==> config.mk <==
export PLATFORM = sky130hd
export DESIGN_NAME = hilo_unit
export DESIGN_NICKNAME = d
export VERILOG_FILES = /design/src/rtl/hilo_unit_pkg.sv /design/src/rtl/hilo_unit_div_iter.sv /design/src/rtl/hilo_unit.sv
export SDC_FILE = /design/constraint.sdc
export NUM_CORES = 1
export LEC_CHECK = 0
export BUFFER_PORTS_ARGS = -buffer_cell sky130_fd_sc_hd__buf_2
export CAP_MARGIN = 20
export CORE_ASPECT_RATIO = 1.1
export CORE_MARGIN = 4
export CORE_UTILIZATION = 59
export CTS_BUF_LIST = sky130_fd_sc_hd__clkbuf_4
export DETAILED_ROUTE_END_ITERATION = 6
export PLACE_DENSITY = 0.84
export SYNTH_ARGS = -nofsm -noshare
export SYNTH_HDL_FRONTEND = slang
export SYNTH_SLANG_ARGS = --single-unit
==> constraint.sdc <==
create_clock -name clk -period 3.51 [get_ports clk]
set_input_delay 0.1755 -clock clk [delete_from_list [all_inputs] [get_ports clk]]
set_output_delay 0.1755 -clock clk [all_outputs]
set_load 0.03 [all_outputs]
==> src/rtl/hilo_unit_pkg.sv <==
// Shared definitions for the HI/LO unit: opcode encodings, default width and FSM states.
package hilo_unit_pkg;

    localparam int HILO_DATA_W = 32;

    localparam logic [2:0] HILO_OP_NOP   = 3'd0;
    localparam logic [2:0] HILO_OP_WRMUL = 3'd1;
    localparam logic [2:0] HILO_OP_DIVU  = 3'd2;
    localparam logic [2:0] HILO_OP_DIV   = 3'd3;
    localparam logic [2:0] HILO_OP_MTHI  = 3'd4;
    localparam logic [2:0] HILO_OP_MTLO  = 3'd5;

    typedef enum logic [1:0] {
        ST_IDLE = 2'd0,
        ST_RUN  = 2'd1,
        ST_FIX  = 2'd2
    } hilo_state_e;

endpackage

==> src/rtl/hilo_unit_div_iter.sv <==
// Restoring shift-subtract divider core: one quotient bit per step, plus iteration counter.
module hilo_unit_div_iter
    import hilo_unit_pkg::*;
#(
    parameter int DATA_W = HILO_DATA_W,
    parameter int CNT_W  = 5
) (
    input  logic              clk,
    input  logic              rst,
    input  logic              load,
    input  logic              step,
    input  logic [DATA_W-1:0] dividend,
    input  logic [DATA_W-1:0] divisor,
    output logic [DATA_W-1:0] quo,
    output logic [DATA_W-1:0] rem,
    output logic              last
);

    logic [CNT_W-1:0]  cnt;
    logic [DATA_W-1:0] rem_p1;
    logic [DATA_W-1:0] quo_p1;
    logic [DATA_W-1:0] dvs_p1;
    logic [DATA_W:0]   shifted;
    logic [DATA_W:0]   diff;

    // Working remainder is one bit wider so the trial subtract's borrow lands in the MSB.
    always_comb begin
        shifted = {rem_p1, quo_p1[DATA_W-1]};
        diff    = shifted - {1'b0, dvs_p1};
    end

    assign last = (cnt == CNT_W'(DATA_W - 1));
    assign quo  = quo_p1;
    assign rem  = rem_p1;

    always_ff @(posedge clk or negedge rst) begin
        if (!rst) begin
            cnt <= '0;
        end else if (load) begin
            cnt <= '0;
        end else if (step) begin
            cnt <= last ? '0 : cnt + 1'b1;
        end
    end

    // Stage boundary: the dividend register doubles as the quotient shift register.
    always_ff @(posedge clk) begin
        if (load) begin
            rem_p1 <= '0;
            quo_p1 <= dividend;
            dvs_p1 <= divisor;
        end else if (step) begin
            if (!diff[DATA_W]) begin
                rem_p1 <= diff[DATA_W-1:0];
                quo_p1 <= {quo_p1[DATA_W-2:0], 1'b1};
            end else begin
                rem_p1 <= shifted[DATA_W-1:0];
                quo_p1 <= {quo_p1[DATA_W-2:0], 1'b0};
            end
        end
    end

endmodule

==> src/rtl/hilo_unit.sv <==
// HI/LO special-register unit: captures MULTU products, serves MTHI/MTLO and runs an iterative DIV/DIVU.
module hilo_unit
    import hilo_unit_pkg::*;
#(
    parameter int DATA_W = HILO_DATA_W,
    parameter int CNT_W  = 5
) (
    input  logic              clk,
    input  logic              rst,
    input  logic              op_valid,
    input  logic [2:0]        op,
    input  logic [DATA_W-1:0] a,
    input  logic [DATA_W-1:0] b,
    input  logic [DATA_W-1:0] alu_lo,
    input  logic [DATA_W-1:0] alu_hi,
    output logic              busy,
    output logic              done,
    output logic [DATA_W-1:0] hi,
    output logic [DATA_W-1:0] lo
);

    hilo_state_e       state;
    hilo_state_e       state_nxt;
    logic              accept;
    logic              is_div;
    logic              is_signed;
    logic              div_load;
    logic              div_step;
    logic              div_zero;
    logic              fix_wr;
    logic              div_last;
    logic              neg_quo_p1;
    logic              neg_rem_p1;
    logic [DATA_W-1:0] quo;
    logic [DATA_W-1:0] rem;

    function automatic logic [DATA_W-1:0] magnitude(input logic signed [DATA_W-1:0] v,
                                                    input logic use_sign);
        logic signed [DATA_W-1:0] neg_v;
        neg_v = -v;
        return (use_sign && v[DATA_W-1]) ? $unsigned(neg_v) : $unsigned(v);
    endfunction

    function automatic logic [DATA_W-1:0] cond_neg(input logic [DATA_W-1:0] v, input logic neg);
        return neg ? (~v + 1'b1) : v;
    endfunction

    assign is_div    = (op == HILO_OP_DIVU) || (op == HILO_OP_DIV);
    assign is_signed = (op == HILO_OP_DIV);
    assign busy      = (state != ST_IDLE);

    always_ff @(posedge clk or negedge rst) begin
        if (!rst) begin
            state <= ST_IDLE;
        end else begin
            state <= state_nxt;
        end
    end

    always_comb begin
        state_nxt = state;
        accept    = 1'b0;
        div_load  = 1'b0;
        div_step  = 1'b0;
        div_zero  = 1'b0;
        fix_wr    = 1'b0;
        case (state)
            ST_IDLE: begin
                accept = op_valid;
                if (op_valid && is_div) begin
                    if (b == '0) begin
                        div_zero = 1'b1;
                    end else begin
                        div_load  = 1'b1;
                        state_nxt = ST_RUN;
                    end
                end
            end
            ST_RUN: begin
                div_step = 1'b1;
                if (div_last) state_nxt = ST_FIX;
            end
            ST_FIX: begin
                fix_wr    = 1'b1;
                state_nxt = ST_IDLE;
            end
            default: state_nxt = ST_IDLE;
        endcase
    end

    // Stage boundary: operands enter the divider as magnitudes; signs are kept for the fix-up.
    always_ff @(posedge clk) begin
        if (div_load) begin
            neg_quo_p1 <= is_signed && (a[DATA_W-1] ^ b[DATA_W-1]);
            neg_rem_p1 <= is_signed && a[DATA_W-1];
        end
    end

    hilo_unit_div_iter #(
        .DATA_W (DATA_W),
        .CNT_W  (CNT_W)
    ) u_div_iter (
        .clk      (clk),
        .rst      (rst),
        .load     (div_load),
        .step     (div_step),
        .dividend (magnitude(a, is_signed)),
        .divisor  (magnitude(b, is_signed)),
        .quo      (quo),
        .rem      (rem),
        .last     (div_last)
    );

    // Stage boundary: architectural HI/LO and the done pulse.
    always_ff @(posedge clk or negedge rst) begin
        if (!rst) begin
            hi   <= '0;
            lo   <= '0;
            done <= 1'b0;
        end else begin
            done <= div_zero || fix_wr;
            if (fix_wr) begin
                lo <= cond_neg(quo, neg_quo_p1);
                hi <= cond_neg(rem, neg_rem_p1);
            end else if (accept) begin
                case (op)
                    HILO_OP_WRMUL: begin
                        lo <= alu_lo;
                        hi <= alu_hi;
                    end
                    HILO_OP_MTHI: hi <= a;
                    HILO_OP_MTLO: lo <= a;
                    HILO_OP_DIVU, HILO_OP_DIV: begin
                        if (div_zero) begin
                            lo <= '1;
                            hi <= a;
                        end
                    end
                    default: ;
                endcase
            end
        end
    end

endmodule

==> impl_metrics.sql, run 1 <==
INSERT INTO impl_metrics (metric_group, metric, value, unit) VALUES
('run_status', 'run_status', 'finished, violations left', ''),
('run_status', 'failed_checks', 'DRC', ''),
('timing', 'tightestPinTransition', '0.953', 'ns'),
('drt', 'antenna_violating_nets_post_route', '0', ''),
('timing', 'maximum_clock_frequency', '303', 'MHz'),
('logic_synthesis', 'count_of_flip_flops_with_a_built_in_enable_after_synthesis', '66', ''),
('drt', 'routed_via_density', '6.13', ''),
('floorplanning', 'die_height', '159', 'µm'),
('drt', 'num_vias', '11800', ''),
('timing', 'relSlewSlack', '36.5', '%'),
('timing', 'timing.final.crit_period', '3.30', 'ns'),
('power_and_ir_drop', 'p_clk_share', '10.5', '%'),
('global_route', 'global_route_met2_utilization', '50.2', '%'),
('clock_tree', 'cts_htree_levels', '4', ''),
('logic_synthesis', 'ys_seq_elements', '170', ''),
('clock_tree', 'cts_buffers', '17', ''),
('timing', 'report.final.setup_viol', '0', ''),
('setup_path', 'crit_path_end_kind', 'flop', ''),
('floorplanning', 'floorplan.rows', '54', ''),
('clock_tree', 'cts_tree', 'yes', ''),
('logic_synthesis', 'synth_cells', '1460', ''),
('drt', 'route.detailed.drc', '1', ''),
('finish', 'area_growth_syn_to_layout', '15.7', '%'),
('timing', 'timing_hold_violations_final', '0', ''),
('power_and_ir_drop', 'static-leakage-power', '6.22', 'nW'),
('setup_path', 'reg2reg_depth', '14', ''),
('logic_synthesis', 'asyncSetResetFlopFracSynth', '42.4', '%'),
('floorplanning', 'floorplan.initialDensity', '60.6', '%'),
('min_path', 'hold_depth', '5', ''),
('setup_path', 'worst-endpoint-required', '4.02', 'ns'),
('floorplanning', 'fp.coreArea', '20100', 'µm²'),
('timing', 'unrepaired_setup_endpoints_after_global_routing', 'false', ''),
('power_and_ir_drop', 'internal_power', '5.85', 'mW'),
('place', 'routabilityCongestion', '0.991', ''),
('drt', 'route.detailed.wl_per_inst', '18.3', 'µm'),
('power_and_ir_drop', 'power_per_cell_area', '788', 'nW/µm²'),
('logic_synthesis', 'postSynthNetCount', '1633', ''),
('logic_synthesis', 'netlist-cell-type-count', '69', ''),
('finish', 'fillers', '1571', ''),
('clock_tree', 'cts-root-buf', 'sky130_fd_sc_hd__clkbuf_4', ''),
('floorplanning', 'floorplan.die.width', '145', 'µm'),
('timing', 'worst_slack', '0.210', 'ns'),
('logic_synthesis', 'yosys_most_used_dff', 'sky130_fd_sc_hd__dfrtp_1', ''),
('place', 'post-dp-hpwl', '26200', 'µm'),
('drt', 'first_pass_iters', '7', ''),
('clock_tree', 'clk_transition_reported_paths', '0.16', 'ns'),
('drt', 'drt_iter0_markers', '981', ''),
('timing', 'skew', '0.0256', 'ns'),
('clock_tree', 'cts-root-to-sink-buffers', '2', ''),
('setup_path', 'path_class', 'in -> reg', ''),
('logic_synthesis', 'syn_area_per_cell', '8.32', 'µm²'),
('logic_synthesis', 'syn-cell-area', '12200', 'µm²'),
('global_route', 'grt_pass1_vias', '11000', ''),
('global_route', 'gr-usage-met1', '38.2', '%'),
('drt', 'drt-total-wl', '35200', 'µm'),
('min_path', 'min-delay-path-class', 'in -> reg', ''),
('floorplanning', 'top_level_ports', '200', ''),
('finish', 'post_route_cells_drive_above_1_share', '16.8', '%'),
('clock_tree', 'clock_sink_count', '170', ''),
('logic_synthesis', 'yosysWarnings', '0', ''),
('global_route', 'grt_pass1_wl', '54600', 'µm'),
('power_and_ir_drop', 'switching_component_of_the_power', '5.24', 'mW'),
('flow_run', 'drv.max_cap_violation_count', '0', ''),
('timing', 'final_min_period_over_clock_period', '94.0', '%'),
('setup_path', 'cp_max_fo', '33', ''),
('global_route', 'busiest_layer', 'met2', ''),
('setup_path', 'critical_path.startpoint_type', 'primary input', ''),
('power_and_ir_drop', 'netSwitchingFraction', '47.3', '%'),
('power_and_ir_drop', 'combinationalPowerShare', '54.7', '%'),
('global_route', 'groute.layer.met3.usage', '4.96', '%'),
('finish', 'nNetsFinal', '1830', '');
[through the flow]
stage / total power, mW / hold slack [ns] / util [%] / area, µm² / cells
floorplan: 8.02 / -0.120 / - / 12200 / 1460
finish: 11.1 / 0.0281 / 70.1 / 14100 / 1924
detailed placement: 9.80 / 0.371 / 66.8 / 13400 / 1855
CTS: 11.0 / 0.00132 / 69.9 / 14000 / 1921
global route: 11.8 / 0.0181 / 70.1 / 14100 / 1923
global placement: 9.58 / 0.359 / 66.8 / 13400 / 1855
[what timing repair did]
item	CTS	global route
hold buffers	34	0
buffers inserted	0	0
gates resized for setup	0	3
setup endpoints to repair	0	34
endpoints found under the hold margin	74	0
[path summary, 6_finish.rpt]
kind | to | startpoint
min in group asynchronous | lo[6]$_DFFE_PN0P_ | rst
max | lo[15]$_DFFE_PN0P_ | b[13]
min reg2reg | hi[21]$_DFFE_PN0P_ | hi[21]$_DFFE_PN0P_
max reg2reg | u_div_iter.rem[12]$_SDFFE_PP0P_ | u_div_iter.quo[31]$_DFFE_PP_
max in group asynchronous | hi[21]$_DFFE_PN0P_ | rst
min | hi[31]$_DFFE_PN0P_ | alu_hi[31]
[power groups by stage]
stage | Combinational, mW | Sequential [mW] | Clock, mW
CTS | 5.98 | 3.83 | 1.16
global route | 6.64 | 3.96 | 1.25
global placement | 5.74 | 3.84 | 0
detailed placement | 5.92 | 3.88 | 0
finish | 6.07 | 3.86 | 1.16
floorplan | 3.65 | 4.38 | 0
[synthesized netlist by cell type, drive strengths merged, types with 15 or more instances]
cell type | n | share of area [%]
a21o | 15 | 0.93
ha | 38 | 3.9
dfxtp | 32 | 5.3
inv | 61 | 1.9
o31ai | 23 | 1.4
dfrtp | 72 | 15
mux2i | 58 | 4.8
o21ai | 145 | 6.0
a31oi | 16 | 0.82
nand2b | 19 | 0.98
a211oi | 44 | 2.7
xor2 | 67 | 4.8
nor4 | 17 | 1.0
nor3 | 67 | 2.8
nand2 | 169 | 5.2
nor2 | 115 | 3.7
a21oi | 133 | 5.5
edfxtp | 66 | 16
xnor2 | 83 | 6.0
clkbuf | 72 | 2.2
[final cells by class]
cell class	instances	area [µm²]	share of cell area (%)
antenna	2	5.00	0.0356
clock buffer	17	128	0.908
clock inverter	15	148	1.05
inverter	62	235	1.67
multi-input combinational	1142	7200	51.2
sequential	170	4420	31.5
tap	252	315	2.24
timing repair buffer	264	1600	11.4
[registers in the layout (all words and copies together), names as in the netlist]
register and count:
u_div_iter.dvs_p1 32, done 1, u_div_iter.quo 32, state 2
lo 32, hi 32, neg_rem_p1 1, u_div_iter.rem 32
neg_quo_p1 1, u_div_iter.cnt 5
[cells by family (layout without fill, tap and decap cells)]
| group | after synthesis | in the layout | share of synthesized area [%] |
|---|---|---|---|
| buffers and inverters | 148 | 358 | 4.87 |
| multiplexers | 60 | 60 | 4.96 |
| AO/OA/AOI/OAI | 423 | 423 | 20.6 |
| adder cells (fa/ha/maj) | 39 | 39 | 4.08 |
| AND/OR/NAND/NOR | 470 | 470 | 18.3 |
| other | 0 | 2 | 0 |
| XOR/XNOR | 150 | 150 | 10.9 |
| flip-flops | 170 | 170 | 36.4 |
[per-layer routing]
layer / share of wire, % / wire length (µm)
met3: 8.7 / 3070
met5: 0 / 0
met1: 40 / 14000
met4: 3.6 / 1260
met2: 48 / 16900
[critical path: stages]
cell                            delay (ns)
sky130_fd_sc_hd__dlygate4sd3_1        0.53
sky130_fd_sc_hd__buf_2                0.15
sky130_fd_sc_hd__nor4_1               0.49
sky130_fd_sc_hd__nor2b_1              0.36
sky130_fd_sc_hd__nand3_2              0.20
sky130_fd_sc_hd__or3_4                0.46
sky130_fd_sc_hd__nor3b_2              0.37
sky130_fd_sc_hd__a21oi_4              0.29
sky130_fd_sc_hd__buf_4                0.33
sky130_fd_sc_hd__nor3_1               0.22
sky130_fd_sc_hd__a211oi_1             0.08
sky130_fd_sc_hd__a21oi_1              0.13
[cell usage in the layout, fill, tap and decap left out, types with 5 or more instances in the layout]
master	count
sky130_fd_sc_hd__and3_1	10
sky130_fd_sc_hd__a211oi_1	44
sky130_fd_sc_hd__nand2_1	169
sky130_fd_sc_hd__a21oi_1	131
sky130_fd_sc_hd__nand2b_1	18
sky130_fd_sc_hd__dfxtp_1	32
sky130_fd_sc_hd__or4_1	7
sky130_fd_sc_hd__and2_1	6
sky130_fd_sc_hd__buf_4	28
sky130_fd_sc_hd__o211ai_1	6
sky130_fd_sc_hd__dlygate4sd3_1	34
sky130_fd_sc_hd__nor4_1	15
sky130_fd_sc_hd__dfrtp_1	72
sky130_fd_sc_hd__xor2_1	67
sky130_fd_sc_hd__edfxtp_1	66
sky130_fd_sc_hd__o31ai_1	23
sky130_fd_sc_hd__a21o_1	15
sky130_fd_sc_hd__nor3_1	67
sky130_fd_sc_hd__nand4_1	6
sky130_fd_sc_hd__nand3b_1	5
sky130_fd_sc_hd__inv_1	59
sky130_fd_sc_hd__nor3b_1	6
sky130_fd_sc_hd__a31oi_1	16
sky130_fd_sc_hd__nor2_1	113
sky130_fd_sc_hd__o41ai_1	11
sky130_fd_sc_hd__nand3_1	12
sky130_fd_sc_hd__o21ai_1	18
sky130_fd_sc_hd__o21ai_0	127
sky130_fd_sc_hd__xnor2_1	82
sky130_fd_sc_hd__or3_1	9
sky130_fd_sc_hd__buf_2	199
sky130_fd_sc_hd__ha_1	38
sky130_fd_sc_hd__mux2i_1	58
sky130_fd_sc_hd__nor2b_1	8
sky130_fd_sc_hd__clkbuf_4	17
Power figures use the tool's default switching activity.
==> run 2: changes to the inputs <==
Settings changed: ABC_AREA set to 1, CORE_UTILIZATION 59 to 61, PLACE_DENSITY 0.84 to 0.85.
==> run 2 against run 1 <==
  * Clock skew grew 0.0096 ns
  * The flow still finishes with violations (DRC)
  * Critical path depth grew 6
  * Utilization up 1.5 points
  * Final cell count is 48% higher
  * Critical endpoint is now u_div_iter.rem[28]$_SDFFE_PP0P_
  * Synthesized cell count grew 58%
==> impl_metrics.sql, run 2 <==
INSERT INTO impl_metrics (metric_group, metric, value, unit) VALUES
('run_status', 'run_status', 'finished, violations left', ''),
('run_status', 'failed_checks', 'DRC', ''),
('logic_synthesis', 'yosysWarnings', '0', ''),
('clock_tree', 'clk_transition_reported_paths', '0.17', 'ns'),
('logic_synthesis', 'synthMostInstantiatedCell', 'sky130_fd_sc_hd__nand2_1', ''),
('global_route', 'initial_antenna_violation_count', '1', ''),
('global_route', 'grt_pass1_vias', '15100', ''),
('logic_synthesis', 'count_of_flip_flops_with_a_built_in_enable_after_synthesis', '66', ''),
('global_route', 'grt_overflow', '0', ''),
('floorplanning', 'die_height', '168', 'µm'),
('clock_tree', 'clkLatencyLatePin', '0.61', 'ns'),
('drt', 'first_pass_iters', '7', ''),
('timing', 'timing.final.crit_period', '2.88', 'ns'),
('logic_synthesis', 'postSynthNetCount', '2473', ''),
('finish', 'area_growth_syn_to_layout', '14.9', '%'),
('setup_path', 'critPathArrivalTime', '3.42', 'ns'),
('floorplanning', 'top_level_ports', '200', ''),
('setup_path', 'rrSetupSlack', '0.63', 'ns'),
('drt', 'antenna_violating_nets_post_route', '0', ''),
('drt', 'routed_via_density', '5.68', ''),
('logic_synthesis', 'netlist-cell-type-count', '51', ''),
('setup_path', 'reg2reg_depth', '18', ''),
('drt', 'routedLengthMet1', '17400', 'µm'),
('clock_tree', 'cts_tree', 'yes', ''),
('place', 'post_dp_cell_area', '15400', 'µm²'),
('power_and_ir_drop', 'p_seq_share', '33.0', '%'),
('setup_path', 'critical_path.startpoint_type', 'flop', ''),
('power_and_ir_drop', 'switching_component_of_the_power', '5.63', 'mW'),
('power_and_ir_drop', 'internal_power', '5.22', 'mW'),
('global_route', 'grt_max_degree', '73', ''),
('logic_synthesis', 'asyncSetResetFlopFracSynth', '42.4', '%'),
('clock_tree', 'post-cts-setup-buffers', '0', ''),
('timing', 'tns', '0', 'ns'),
('logic_synthesis', 'synth_cells', '2300', ''),
('finish', 'post_route_cells_drive_above_1_share', '11.7', '%'),
('logic_synthesis', 'synth_seq_area_share', '31.0', '%'),
('power_and_ir_drop', 'netSwitchingFraction', '51.9', '%'),
('timing', 'timing_max_transition_violations_final', '0', ''),
('min_path', 'hold_path_end', 'u_div_iter.quo[25]$_DFFE_PP_', ''),
('logic_synthesis', 'synth_top_area_cell', 'sky130_fd_sc_hd__nand2_1', ''),
('floorplanning', 'area_of_the_die', '25900', 'µm²'),
('floorplanning', 'fp.coreArea', '22900', 'µm²'),
('logic_synthesis', 'ys_seq_elements', '170', ''),
('timing', 'report.final.setup_viol', '0', ''),
('min_path', 'hold_path_startpoint', 'a[25]', ''),
('clock_tree', 'cts_buffers', '17', ''),
('timing', 'timing_hold_violations_final', '0', ''),
('setup_path', 'timing.rr.start', 'u_div_iter.quo[31]$_DFFE_PP_', ''),
('setup_path', 'worst_path_dominant_cell_family', 'simple AND/OR/NAND/NOR gates', ''),
('finish', 'finalInstanceArea', '16400', 'µm²'),
('setup_path', 'crit-reg2reg-capture', 'u_div_iter.rem[28]$_SDFFE_PP0P_', ''),
('min_path', 'min-delay-path-class', 'in -> reg', ''),
('timing', 'unrepaired_setup_endpoints_after_global_routing', 'false', ''),
('floorplanning', 'floorplan.die.width', '154', 'µm'),
('drt', 'route.detailed.drc', '1', ''),
('clock_tree', 'ctsResizeCount', '0', ''),
('setup_path', 'worst-endpoint-required', '4.06', 'ns'),
('power_and_ir_drop', 'power_per_cell_area', '661', 'nW/µm²'),
('setup_path', 'cpMostUsedCell', 'sky130_fd_sc_hd__nand2_2', ''),
('min_path', 'hold_depth', '4', ''),
('clock_tree', 'post_cts_hold_buffer_count', '73', ''),
('drt', 'dr_wl_met3', '4000', 'µm'),
('drt', 'routed-wl-met2', '22700', 'µm'),
('drt', 'drt_iter0_markers', '1355', ''),
('logic_synthesis', 'yosys_most_used_dff', 'sky130_fd_sc_hd__dfrtp_1', ''),
('floorplanning', 'floorplan.initialDensity', '62.3', '%'),
('logic_synthesis', 'yosys-top-cells-area', 'sky130_fd_sc_hd__nand2_1, sky130_fd_sc_hd__edfxtp_1, sky130_fd_sc_hd__dfrtp_1', ''),
('place', 'routabilityCongestion', '1.05', ''),
('floorplanning', 'floorplan.rows', '58', ''),
('clock_tree', 'clock_sink_count', '170', ''),
('logic_synthesis', 'synth.top_cells.by_count', 'sky130_fd_sc_hd__nand2_1, sky130_fd_sc_hd__inv_1, sky130_fd_sc_hd__nand3_1', ''),
('finish', 'most_frequent_cells_in_the_layout', 'sky130_fd_sc_hd__nand2_1, sky130_fd_sc_hd__inv_1, sky130_fd_sc_hd__nand3_1, sky130_fd_sc_hd__nor2_1, sky130_fd_sc_hd__buf_2', ''),
('power_and_ir_drop', 'p_clk_share', '10.7', '%'),
('setup_path', 'cp_max_fo', '33', ''),
('setup_path', 'path_cells', 'inv_1 > ha_1 > fa_1 > inv_1 > nand3_1 > nand2_2 > nand2_2 > nand2_2 > nand2_1 > nand2_2 > nand2_2 > nand2_2 > nand2_4 > nand2_4 > nand2_1 > nand2_1 > nand2_1 > nand2_1', ''),
('finish', 'layout_commonest_cell', 'sky130_fd_sc_hd__nand2_1', ''),
('timing', 'tightestPinTransition', '0.963', 'ns'),
('timing', 'skew', '0.0352', 'ns'),
('setup_path', 'slowest_stage', 'sky130_fd_sc_hd__fa_1', ''),
('power_and_ir_drop', 'combinationalPowerShare', '56.3', '%'),
('finish', 'fillers', '2012', ''),
('drt', 'num_vias', '16200', ''),
('setup_path', 'critPathMaxStageDelay', '0.41', 'ns'),
('drt', 'drt-total-wl', '47400', 'µm'),
('finish', 'nNetsFinal', '2707', ''),
('power_and_ir_drop', 'static-leakage-power', '8.51', 'nW'),
('clock_tree', 'cts-root-buf', 'sky130_fd_sc_hd__clkbuf_4', ''),
('setup_path', 'path_class', 'reg -> reg', ''),
('clock_tree', 'cts-root-to-sink-buffers', '2', ''),
('logic_synthesis', 'netlist.area_leader.share', '21.2', '%'),
('place', 'portBuffers', '199', ''),
('setup_path', 'crit_path_end_kind', 'flop', ''),
('global_route', 'grt_pass1_wl', '74500', 'µm'),
('timing', 'final_min_period_over_clock_period', '81.9', '%'),
('clock_tree', 'cts_htree_levels', '4', ''),
('drt', 'route.detailed.wl_per_inst', '16.6', 'µm'),
('power_and_ir_drop', 'ir_worst_vdd', '0.272', 'mV'),
('logic_synthesis', 'syn_area_per_cell', '6.21', 'µm²'),
('timing', 'relSlewSlack', '35.8', '%'),
('setup_path', 'crit_buf_inv', '2', ''),
('logic_synthesis', 'syn-cell-area', '14300', 'µm²'),
('timing', 'maximum_clock_frequency', '348', 'MHz'),
('global_route', 'total_routing_usage_gr', '35.4', '%'),
('flow_run', 'drv.max_cap_violation_count', '0', ''),
('place', 'post-dp-hpwl', '36000', 'µm'),
('drt', 'top_layer', 'met4', '');
## run 2: area by class of cell
class / count / area, µm² / share of cell area [%]
Antenna cell: 1 / 2.50 / 0.0152
Clock buffer: 18 / 135 / 0.823
Sequential cell: 170 / 4420 / 27.0
Multi-Input combinational cell: 1719 / 8220 / 50.1
Clock inverter: 14 / 134 / 0.816
Tap cell: 300 / 375 / 2.29
Timing Repair Buffer: 288 / 1850 / 11.3
Inverter: 338 / 1270 / 7.74
## run 2: worst reg2reg max path: stages (launching register included)
cell and delay, ns:
sky130_fd_sc_hd__edfxtp_1 0.38, sky130_fd_sc_hd__inv_1 0.11, sky130_fd_sc_hd__ha_1 0.26, sky130_fd_sc_hd__fa_1 0.41, sky130_fd_sc_hd__inv_1 0.09, sky130_fd_sc_hd__nand3_1 0.08, sky130_fd_sc_hd__nand2_2 0.13, sky130_fd_sc_hd__nand2_2 0.06
sky130_fd_sc_hd__nand2_2 0.10, sky130_fd_sc_hd__nand2_1 0.08, sky130_fd_sc_hd__nand2_2 0.09, sky130_fd_sc_hd__nand2_2 0.07, sky130_fd_sc_hd__nand2_2 0.08, sky130_fd_sc_hd__nand2_4 0.21, sky130_fd_sc_hd__nand2_4 0.36, sky130_fd_sc_hd__nand2_1 0.11
sky130_fd_sc_hd__nand2_1 0.09, sky130_fd_sc_hd__nand2_1 0.05, sky130_fd_sc_hd__nand2_1 0.07
## run 2: logic make-up after synthesis
kind of cell | after synthesis | share of synthesized area, %
simple gates | 1316 | 38.4
buf+inv | 411 | 11.5
compound gates | 294 | 11.4
flops | 170 | 31.0
xor+xnor | 70 | 4.29
fa+ha+maj | 39 | 3.47
## run 2: worst max path at each step
stage | depth (start not counted) | startpoint | slack, ns | end
3_5_place_dp | 17 | u_div_iter.quo[31]$_DFFE_PP_ | 0.74 | u_div_iter.rem[20]$_SDFFE_PP0P_
2_1_floorplan | 16 | u_div_iter.quo[31]$_DFFE_PP_ | 1.27 | u_div_iter.quo[0]$_DFFE_PP_
3_3_place_gp | 17 | u_div_iter.quo[31]$_DFFE_PP_ | 0.86 | u_div_iter.rem[20]$_SDFFE_PP0P_
4_1_cts | 18 | u_div_iter.quo[31]$_DFFE_PP_ | 0.69 | u_div_iter.rem[28]$_SDFFE_PP0P_
5_1_grt | 18 | u_div_iter.quo[31]$_DFFE_PP_ | 0.42 | u_div_iter.rem[27]$_SDFFE_PP0P_
6_report | 18 | u_div_iter.quo[31]$_DFFE_PP_ | 0.63 | u_div_iter.rem[28]$_SDFFE_PP0P_
## run 2: routing by layer
layer | GRT usage (%) | up-vias
met5 | 0 | -
met1 | 40.4 | 7243
met2 | 62.3 | 891
met3 | 5.55 | 223
met4 | 21.4 | 0
li1 | - | 7819
## run 2: stage by stage
step	setup slack, ns	power, mW	std cells	util (%)	hold WS, ns
2_1_floorplan	1.27	7.93	2300	-	-0.120
3_3_place_gp	0.864	9.32	2742	67.2	0.356
3_5_place_dp	0.736	9.50	2742	67.2	0.368
4_1_cts	0.685	10.7	2847	71.6	0.000107
5_1_grt	0.422	11.7	2848	71.6	0.0140
6_report	0.635	10.8	2848	71.6	0.0165
## run 2: power groups by stage
stage / Clock [mW] / Combinational [mW] / Sequential, mW
final: 1.16 / 6.11 / 3.58
after global routing: 1.25 / 6.82 / 3.67
after CTS: 1.16 / 6.01 / 3.54
after detailed placement: 0 / 5.91 / 3.59
after global placement: 0 / 5.77 / 3.56
after floorplan: 0 / 3.98 / 3.95
==> run 3: changes to the inputs <==
Settings changed: CORE_UTILIZATION 61 to 55, PLACE_DENSITY 0.85 to 0.81.
Clock period 3.51 ns to 2.5 ns, I/O delays scaled along.
==> run 3 against run 2 <==
  * Routed wire length increased by 12%
  * Flip-flop and latch count unchanged
  * The run still ends with DRC left
  * Clock power increased by 53%
  * First-iteration DRC count increased by 25%
  * Sequential power increased by 38%
==> impl_metrics.sql, run 3 (same netlist as run 2, synthesis figures left out) <==
INSERT INTO impl_metrics (metric_group, metric, value, unit) VALUES
('timing', 'unrepaired_setup_endpoints_after_global_routing', 'true', ''),
('floorplanning', 'floorplan.initialDensity', '56.2', '%'),
('finish', 'most_frequent_cells_in_the_layout', 'sky130_fd_sc_hd__nand2_1, sky130_fd_sc_hd__inv_1, sky130_fd_sc_hd__nand3_1, sky130_fd_sc_hd__buf_2, sky130_fd_sc_hd__nor2_1', ''),
('run_status', 'run_status', 'finished, violations left', ''),
('setup_path', 'rrSetupSlack', '0.05', 'ns'),
('global_route', 'grt_max_degree', '73', ''),
('timing', 'timing_max_transition_violations_final', '0', ''),
('timing', 'report.final.setup_viol', '0', ''),
('min_path', 'min-delay-path-class', 'in -> reg', ''),
('finish', 'post_route_cells_drive_above_1_share', '13.7', '%'),
('clock_tree', 'clk_transition_reported_paths', '0.15', 'ns'),
('clock_tree', 'clock_sink_count', '170', ''),
('timing', 'tightestPinTransition', '0.898', 'ns'),
('setup_path', 'critical_path.startpoint_type', 'flop', ''),
('timing', 'final_min_period_over_clock_period', '97.8', '%'),
('floorplanning', 'area_of_the_die', '28600', 'µm²'),
('drt', 'route.detailed.drc', '1', ''),
('finish', 'finish.cell_count_without_fillers', '3013', ''),
('global_route', 'total_routing_usage_gr', '35.8', '%'),
('flow_run', 'drv.max_cap_violation_count', '0', ''),
('power_and_ir_drop', 'ir_worst_vdd', '0.402', 'mV'),
('finish', 'nNetsFinal', '2825', ''),
('clock_tree', 'clkLatencyLatePin', '0.63', 'ns'),
('drt', 'routed_via_density', '5.63', ''),
('drt', 'first_pass_iters', '7', ''),
('place', 'numPlacedInstances', '2830', ''),
('floorplanning', 'top_level_ports', '200', ''),
('place', 'routabilityCongestion', '0.984', ''),
('floorplanning', 'floorplan.rows', '61', ''),
('floorplanning', 'fp.coreArea', '25400', 'µm²'),
('clock_tree', 'cts_htree_levels', '4', ''),
('setup_path', 'crit_path_end_kind', 'flop', ''),
('timing', 'timing.final.crit_period', '2.45', 'ns'),
('finish', 'area_growth_syn_to_layout', '24.6', '%'),
('floorplanning', 'floorplan.die.width', '162', 'µm'),
('run_status', 'failed_checks', 'DRC', ''),
('setup_path', 'critPathArrivalTime', '2.82', 'ns'),
('drt', 'num_vias', '17000', ''),
('global_route', 'grt_pass1_vias', '16200', ''),
('global_route', 'initial_antenna_violation_count', '1', ''),
('setup_path', 'path_class', 'reg -> reg', ''),
('power_and_ir_drop', 'static-leakage-power', '9.13', 'nW'),
('power_and_ir_drop', 'power.total', '16.4', 'mW'),
('clock_tree', 'cts_tree', 'yes', ''),
('setup_path', 'worst-endpoint-required', '2.88', 'ns'),
('timing', 'skew', '0.0365', 'ns'),
('place', 'post-dp-hpwl', '38400', 'µm'),
('power_and_ir_drop', 'power_per_cell_area', '924', 'nW/µm²'),
('finish', 'layout_commonest_cell', 'sky130_fd_sc_hd__nand2_1', ''),
('clock_tree', 'cts-root-buf', 'sky130_fd_sc_hd__clkbuf_4', ''),
('drt', 'drt-total-wl', '53100', 'µm'),
('timing', 'maximum_clock_frequency', '409', 'MHz'),
('timing', 'relSlewSlack', '39.5', '%'),
('floorplanning', 'die_height', '177', 'µm'),
('place', 'portBuffers', '199', ''),
('clock_tree', 'cts_buffers', '17', ''),
('setup_path', 'cp_max_fo', '8', ''),
('drt', 'route.detailed.wl_per_inst', '17.6', 'µm'),
('global_route', 'grt_overflow', '0', ''),
('global_route', 'grt_pass1_wl', '82100', 'µm'),
('clock_tree', 'cts-root-to-sink-buffers', '2', ''),
('timing', 'timing_hold_violations_final', '0', ''),
('drt', 'antenna_violating_nets_post_route', '0', ''),
('drt', 'drt_iter0_markers', '1693', '');
-- run 3: layout make-up --
cell class                      instances  area (µm²)
Tap cell                              346         433
Timing Repair Buffer                  403        3010
Clock inverter                         14         160
Clock buffer                           18         135
Multi-Input combinational cell       1722        8360
Antenna cell                            2        5.00
Sequential cell                       170        4420
Fill cell                            2243        7620
Inverter                              338        1270
-- run 3: worst max-delay path: stages (launching register included) --
cell	delay, ns
sky130_fd_sc_hd__edfxtp_1	0.41
sky130_fd_sc_hd__inv_2	0.10
sky130_fd_sc_hd__ha_4	0.18
sky130_fd_sc_hd__fa_2	0.36
sky130_fd_sc_hd__inv_2	0.07
sky130_fd_sc_hd__nand3_2	0.07
sky130_fd_sc_hd__nand2_2	0.08
sky130_fd_sc_hd__nand2_2	0.06
sky130_fd_sc_hd__nand2_4	0.07
sky130_fd_sc_hd__nand2_1	0.07
sky130_fd_sc_hd__nand2_2	0.10
sky130_fd_sc_hd__nand2_4	0.08
sky130_fd_sc_hd__nand3_4	0.19
sky130_fd_sc_hd__buf_12	0.15
sky130_fd_sc_hd__nand2_8	0.08
sky130_fd_sc_hd__nand2_2	0.06
sky130_fd_sc_hd__o21ai_0	0.06
-- run 3: worst paths after layout --
kind | startpoint | endpoint | cells after the start
setup / recovery | u_div_iter.quo[31]$_DFFE_PP_ | u_div_iter.quo[0]$_DFFE_PP_ | 16
hold / removal | a[25] | u_div_iter.quo[25]$_DFFE_PP_ | 4
setup reg to reg | u_div_iter.quo[31]$_DFFE_PP_ | u_div_iter.quo[0]$_DFFE_PP_ | 16
hold reg to reg | hi[12]$_DFFE_PN0P_ | hi[12]$_DFFE_PN0P_ | 2
max in group asynchronous | rst | u_div_iter.cnt[1]$_DFFE_PN0P_ | 3
min in group asynchronous | rst | lo[11]$_DFFE_PN0P_ | 3
-- run 3: routing by layer --
| metal | vias to the layer above | part of all wire [%] | wire (µm) | global-route usage (%) |
|---|---|---|---|---|
| met5 | - | 0 | 0 | 0 |
| met4 | 0 | 7.6 | 4060 | 22.1 |
| met3 | 280 | 8.0 | 4240 | 5.15 |
| met2 | 1014 | 48 | 25600 | 63.3 |
| met1 | 7594 | 36 | 19200 | 41.0 |
| li1 | 8075 | - | - | - |
-- run 3: where the power goes --
part	switching [mW]	internal [mW]
Sequential	0.950	4.00
Combinational	6.35	3.37
Clock	1.15	0.632
Total	8.45	7.99
-- run 3: repair_timing --
item | in CTS | in global routing
pin swaps | 0 | 8
hold buffers | 137 | 0
setup endpoints to repair | 28 | 51
cloned | 0 | 5
setup buffers | 0 | 7
resized for setup | 1 | 25
hold endpoints to repair | 183 | 0
-- run 3: metrics by stage --
step | setup TNS [ns] | hold slack [ns] | utilization, % | setup WS, ns | instance area, µm²
after global placement | 0 | 0.158 | 62.4 | 0.0644 | 15900
after floorplan | 0 | -0.171 | - | 0.262 | 14300
after detailed placement | -0.00933 | 0.162 | 62.4 | -0.00933 | 15900
after CTS | -0.00652 | 0.000341 | 69.0 | -0.00652 | 17500
after global routing | -0.144 | 0.00920 | 70.0 | -0.0565 | 17800
final | 0 | 0.00260 | 70.0 | 0.0545 | 17800
